File: src/rtl/uart_rx_fsm.sv
// Receive-side UART frame sequencer: walks start/data/parity/stop bits using an external
// edge/bit counter, issues sampling/check strobes and reports frame status.
module uart_rx_fsm #(
    parameter int DATA_WIDTH = 8
) (
    input  logic       CLK,
    input  logic       RST,
    input  logic       RX_IN,
    input  logic       PAR_EN,
    input  logic [4:0] prescale,
    input  logic [4:0] bit_cnt,
    input  logic [4:0] edge_cnt,
    input  logic       strt_glitch,
    input  logic       par_err,
    input  logic       stp_err,
    output logic       cnt_enable,
    output logic       dat_samp_en,
    output logic       strt_chk_en,
    output logic       par_chk_en,
    output logic       stp_chk_en,
    output logic       deser_en,
    output logic       data_valid,
    output logic       par_error,
    output logic       stop_error,
    output logic       busy
);

    typedef enum logic [2:0] {
        IDLE,
        START,
        DATA,
        PARITY,
        STOP,
        DONE
    } state_t;

    localparam logic [4:0] LAST_DATA_BIT = 5'(DATA_WIDTH);

    state_t     state;
    state_t     state_nxt;
    logic       presc_ok;
    logic       bit_end;
    logic       at_chk;
    logic [4:0] last_edge;
    logic [4:0] chk_edge;
    logic       frame_start;
    logic       par_error_nxt;
    logic       stop_error_nxt;
    logic       data_valid_nxt;

    // Mid-bit check point sits two edges past the centre of the bit.
    assign presc_ok  = (prescale == 5'd8) || (prescale == 5'd16);
    assign last_edge = prescale - 5'd1;
    assign chk_edge  = (prescale >> 1) + 5'd2;
    assign bit_end   = (edge_cnt == last_edge);
    assign at_chk    = (edge_cnt == chk_edge);

    always_ff @(posedge CLK) begin
        if (RST) begin
            state      <= IDLE;
            data_valid <= 1'b0;
            par_error  <= 1'b0;
            stop_error <= 1'b0;
        end else begin
            state      <= state_nxt;
            data_valid <= data_valid_nxt;
            par_error  <= par_error_nxt;
            stop_error <= stop_error_nxt;
        end
    end

    always_comb begin
        state_nxt      = state;
        cnt_enable     = 1'b0;
        dat_samp_en    = 1'b0;
        strt_chk_en    = 1'b0;
        deser_en       = 1'b0;
        par_chk_en     = 1'b0;
        stp_chk_en     = 1'b0;
        busy           = (state != IDLE);
        frame_start    = 1'b0;
        par_error_nxt  = par_error;
        stop_error_nxt = stop_error;
        data_valid_nxt = 1'b0;

        case (state)
            IDLE: begin
                if (!RX_IN && presc_ok) begin
                    state_nxt = START;
                end
            end
            START: begin
                cnt_enable  = 1'b1;
                dat_samp_en = 1'b1;
                strt_chk_en = at_chk;
                if (bit_end) begin
                    state_nxt = (bit_cnt == 5'd0 && strt_glitch) ? IDLE : DATA;
                end
            end
            DATA: begin
                cnt_enable  = 1'b1;
                dat_samp_en = 1'b1;
                deser_en    = at_chk;
                if (bit_end && bit_cnt == LAST_DATA_BIT) begin
                    state_nxt = PAR_EN ? PARITY : STOP;
                end
            end
            PARITY: begin
                cnt_enable  = 1'b1;
                dat_samp_en = 1'b1;
                par_chk_en  = at_chk;
                if (bit_end) begin
                    state_nxt = STOP;
                end
            end
            STOP: begin
                cnt_enable  = 1'b1;
                dat_samp_en = 1'b1;
                stp_chk_en  = at_chk;
                if (bit_end) begin
                    state_nxt = DONE;
                end
            end
            DONE: begin
                state_nxt = RX_IN ? IDLE : START;
            end
            default: begin
                state_nxt = IDLE;
            end
        endcase

        // An unsupported oversampling ratio abandons whatever frame is in flight.
        if (state != IDLE && !presc_ok) begin
            state_nxt = IDLE;
        end

        frame_start = (state == IDLE || state == DONE) && (state_nxt == START);
        if (frame_start) begin
            par_error_nxt  = 1'b0;
            stop_error_nxt = 1'b0;
        end
        if (state == PARITY && state_nxt == STOP) begin
            par_error_nxt = par_err;
        end
        if (state == STOP && state_nxt == DONE) begin
            stop_error_nxt = stp_err;
        end
        data_valid_nxt = (state == STOP) && (state_nxt == DONE) &&
                         !par_error_nxt && !stop_error_nxt;
    end

endmodule

File: config.mk
export PLATFORM = sky130hd
export DESIGN_NAME = uart_rx_fsm
export DESIGN_NICKNAME = d
export VERILOG_FILES = /design/src/rtl/uart_rx_fsm.sv
export SDC_FILE = /design/constraint.sdc
export NUM_CORES = 1
export LEC_CHECK = 0
export BUFFER_PORTS_ARGS = -buffer_cell sky130_fd_sc_hd__buf_4
export CAP_MARGIN = 20
export CORE_ASPECT_RATIO = 1.1
export CORE_MARGIN = 3
export CORE_UTILIZATION = 50
export DETAILED_ROUTE_END_ITERATION = 8
export GPL_ROUTABILITY_DRIVEN = 0
export PLACE_DENSITY = 0.84
export SKIP_CTS_REPAIR_TIMING = 1
export SKIP_LAST_GASP = 1
export SYNTH_ARGS = -nofsm -noshare
export SYNTH_HDL_FRONTEND = slang
export SYNTH_SLANG_ARGS = --single-unit
File: constraint.sdc
create_clock -name CLK -period 3.6 [get_ports CLK]
set_input_delay 0.18 -clock CLK [delete_from_list [all_inputs] [get_ports CLK]]
set_output_delay 0.18 -clock CLK [all_outputs]
set_load 0.05 [all_outputs]
==> Yosys cells after proc, flatten, opt, wreduce, memory -nomap -nowiden <==
Cells that the tools add are included.
{ "word_totals": {"ff_bits": 6} }
{ "classes": {"reduce_logical": 19, "n_mux": 19, "eq_ne": 13, "add_sub_neg": 2} }
{ "ops": {"columns": ["operator", "count"], "rows": [
  ["3-bit two-way mux", 7],
  ["3-bit one-hot mux with 6 select lines", 1],
  ["3-bit == test, second input constant", 4],
  ["5-bit by 4-bit == test with 1-bit output, second input constant", 2],
  ["5-bit == test", 2],
  ["1-bit two-way mux", 10],
  ["1-bit logical AND", 9],
  ["3-bit by 1-bit == test with 1-bit output, second input constant", 2],
  ["3-bit by 2-bit == test with 1-bit output, second input constant", 2],
  ["4-bit by 2-bit adder with 5-bit output, second input constant", 1],
  ["5-bit == test, second input constant", 1],
  ["5-bit zero test", 1],
  ["5-bit by 1-bit subtractor with 5-bit output, second input constant", 1],
  ["1-bit zero test", 4],
  ["4-bit OR reduction", 1],
  ["3-bit zero test", 1],
  ["3-bit nonzero test", 1],
  ["1-bit logical OR", 2],
  ["2-bit two-way mux", 1]
]} }

==> Longest topological paths before layout <==
{ "depth": {"depth_word": 13, "mapped_depth": 7, "depth_no_buf": 7} }

==> Worst setup path after synthesis <==
No wires, ideal clock.
{ "synth_path": {"kind": "input to output", "startpoint": "input prescale[2]", "endpoint": "output deser_en", "setup_slack_ns": 1.388, "n_path_buf": 0, "arrival_time_ns": 2.032, "stages": 6, "t_required_ns": 3.420, "path_cell_list": "inv_1 ha_1 xor2_1 nor3_1 nand3_1 nor3_1"} }
{ "synth_between": {"elab_chain_len": 3} }
{ "synth_lines": {"columns": ["item", "line_no", "source"], "rows": [
  ["from (decl)", "10", "input logic [4:0] prescale,"],
  ["4-bit by 2-bit adder with 5-bit output", "54", "assign chk_edge = (prescale >> 1) + 5'd2;"],
  ["5-bit == test", "56", "assign at_chk = (edge_cnt == chk_edge);"],
  ["1-bit two-way mux", "86", "case (state)"],
  ["to (decl)", "21", "output logic deser_en,"]
]} }
No other way between the ends.

==> Worst setup path in the final report <==
Ends and elaborated chain as after synthesis.

==> results by group <==
Run status
  – Status: complete, no violations

Floorplan
  – Io pins: 32
  – Core Area: 0.00127 mm²
  – Die Y: 46.2 µm
  – Initial core utilization: 57.8%
  – Die width: 42.5 µm
  – Die Area: 0.00196 mm²
  – Num rows: 13

STA
  – Max-slew violation count: 0
  – Min Tclk post-route: 1.80 ns
  – Hold Fails Final Rpt: 0
  – Unrepaired setup endpoints after global routing: false
  – Fmax achieved: 554 MHz
  – Slew HR: 68.6%
  – Tcrit/Tclk final: 50.1%
  – Final setup violation count: 0
  – Worst Tran Pin Value: 0.467 ns
  – Clock skew: 0.00300 ns
  – Sum of negative setup slack: 0 ns

GRT
  – Vias in the first global route: 771
  – Initial antenna violation count: 0
  – Gr ovfl total: 0
  – Total global-route track usage: 22.0%
  – First-pass GRT wire length: 3260 µm
  – Largest net degree at the start of global routing: 14

Worst setup path
  – Worst path buffer plus inverter count: 3
  – Setup CP Type: in2out
  – Crit-path cells: buf_4 -> inv_1 -> ha_1 -> xor2_1 -> nor3_1 -> nand3_1 -> nor3_1 -> buf_4
  – Crit path max fanout: 6
  – Setup crit end kind: output port
  – R2R Path End: data_valid
  – Crit path max-delay family: simple AND/OR/NAND/NOR gates
  – CP Data Required Time: 3.42 ns
  – Reg-to-reg setup timing slack: 1.98 ns
  – Worst reg2reg path depth: 4
  – Setup crit start kind: primary input
  – Peak per-stage delay on the critical path: 0.31 ns
  – R2r startpoint: state[0]
  – Slowest CP cell: ha_1
  – CP Data Arrival Time: 1.62 ns

Layout
  – Antenna cells: 0
  – Ratio of cells with drive above 1 in the final layout: 31.5%
  – Fin nets: 154
  – Area Growth Syn to Fin: 34.8%
  – Final std cells w/o fill: 139
  – Fill cells: 109
  – Final Instance Area: 988 µm²

Min path
  – Worst hold path endpoint: data_valid
  – Hold Startpoint: stp_err
  – Min-delay worst type: in2reg
  – Hold Path Depth: 3

Yosys
  – Post-synth EDFFs: 0
  – Synth unique cells: 31
  – Most used DFF post-synth: dfxtp_1
  – Most frequent cell after synthesis: nand2_1
  – Async set-reset flop share out of synthesis: 0%
  – Post-synth top area cell: dfxtp_1
  – Register area share after synthesis: 16.4%
  – Top cells by area, synth: dfxtp_1, ha_1, xor2_1
  – Syn Inst Count: 94
  – Syn Nets: 122
  – Yosys warns: 0
  – Cell Area, Synth: 733 µm²
  – Yosys top cell area share: 16.4%
  – Post-synth top cells: nand2_1, nor2_1, xor2_1
  – Synth Area per Inst: 7.80 µm²
  – Yosys reg bits: 6

Placed design
  – Post-placement cell count: 136
  – Placed cell areas: 966 µm²
  – IO Port Bufs: 31
  – Detail Placement HPWL: 1500 µm

Power and ir drop
  – Switch share: 31.5%
  – P_int: 140 µW
  – Clock share of power: 32.7%
  – P_sw: 64.2 µW
  – Leak: 0.438 nW
  – Max VDD drop: 0.104 mV
  – Gate power share: 34.0%
  – Power share of the sequential group: 33.4%
  – Pwr dens: 206 mW/mm²

Drt
  – Via count: 770
  – Detailed-route vias per instance: 5.54
  – DRC Markers: 0
  – Antenna viol nets, final: 0
  – DR iter-0 viols: 37
  – Drt pass-1 iters: 4
  – Final WL: 1910 µm
  – WL per Instance: 13.7 µm

Clock network
  – Clock-pin slew on the worst setup and hold paths: 0.05 ns
  – H-tree depth: 1
  – Clock buffer depth: 2
  – Clk root buf: clkbuf_4
  – CTS tree: done
  – Later-pin clock latency in the skew report: 0.26 ns
  – CTS Sinks: 6
  – Cts bufs inserted: 3

Job
  – Max Cap Viol: 0
==> how the worst max path moves through the flow <==
stage                      startpoint          to  slack (ns)  depth (start not counted)
after floorplan           prescale[2]    deser_en        1.39                          6
after global placement    prescale[0]  data_valid        1.69                          8
after detailed placement  prescale[0]  data_valid        1.69                          8
after CTS                 prescale[2]    deser_en        1.78                          8
after global routing      prescale[2]    deser_en        1.62                          8
final                     prescale[2]    deser_en        1.80                          8
==> per-layer routing <==
layer	track usage (%)	vias up	share of wire (%)
met3	2.34	3	5.5
met4	11.2	0	1.4
met5	0	-	0
met1	23.0	352	39
li1	-	387	-
met2	43.5	28	54
==> stage by stage <==
step                      total power [mW]  utilization (%)  worst slack [ns]  hold slack (ns)
final                                0.204             77.9              1.80            0.202
after CTS                            0.201             77.9              1.78            0.210
after global routing                 0.212             77.9              1.62            0.207
after floorplan                      0.108                -              1.39            0.331
after detailed placement             0.138             76.1              1.69            0.467
after global placement               0.136             76.1              1.69            0.454
==> kinds of logic (layout without fill, tap and decap cells) <==
family / after synthesis / count (layout) / synth area share [%]
AOI/OAI and AO/OA: 15 / 15 / 17.6
xor gates and xnor gates: 15 / 15 / 17.9
adders and majority gates: 6 / 6 / 10.2
buffers and inverters: 10 / 40 / 5.63
DFF: 6 / 6 / 16.4
muxes: 3 / 3 / 4.27
and+or+nand+nor: 39 / 39 / 28.0
==> placed cells by master (no fill, tap or decap), types with 2 or more instances in the layout <==
cell / count
a21oi_1: 4
xnor2_1: 7
nor3_1: 4
nand3_1: 3
a21o_1: 2
nand2_1: 9
nand2b_1: 5
a311o_1: 2
nor2_1: 8
o21ai_0: 2
ha_1: 6
buf_4: 31
inv_1: 6
or3_1: 2
clkbuf_4: 3
mux2i_1: 2
a31oi_1: 2
dfxtp_1: 6
xor2_1: 8
==> worst reg2reg max path, stage by stage, from the launching register on <==
cell and delay, ns:
dfxtp_1 0.44, nor2_1 0.27, nand2_1 0.15, or3_4 0.44, a311oi_2 0.24
==> power by group through the flow <==
stage	clock network, mW	registers [mW]	logic, mW
6_report	0.0665	0.0680	0.0692
5_1_grt	0.0677	0.0680	0.0766
4_1_cts	0.0638	0.0679	0.0695
3_5_place_dp	0	0.0692	0.0690
3_3_place_gp	0	0.0691	0.0668
2_1_floorplan	0	0.0684	0.0391
==> final cells by class <==
cell class	instances	area (µm²)	share of cell area [%]
clock buffers	3	22.5	2.28
multi-input cells	78	572	57.8
inverters	6	22.5	2.28
well taps	15	18.8	1.90
repair buffers	31	233	23.5
flip-flops and latches	6	120	12.2
==> registers in the layout (all words and copies together), names as in the netlist <==
register	flops
stop_error	1
state	3
data_valid	1
par_error	1
Power figures use the tool's default switching activity.
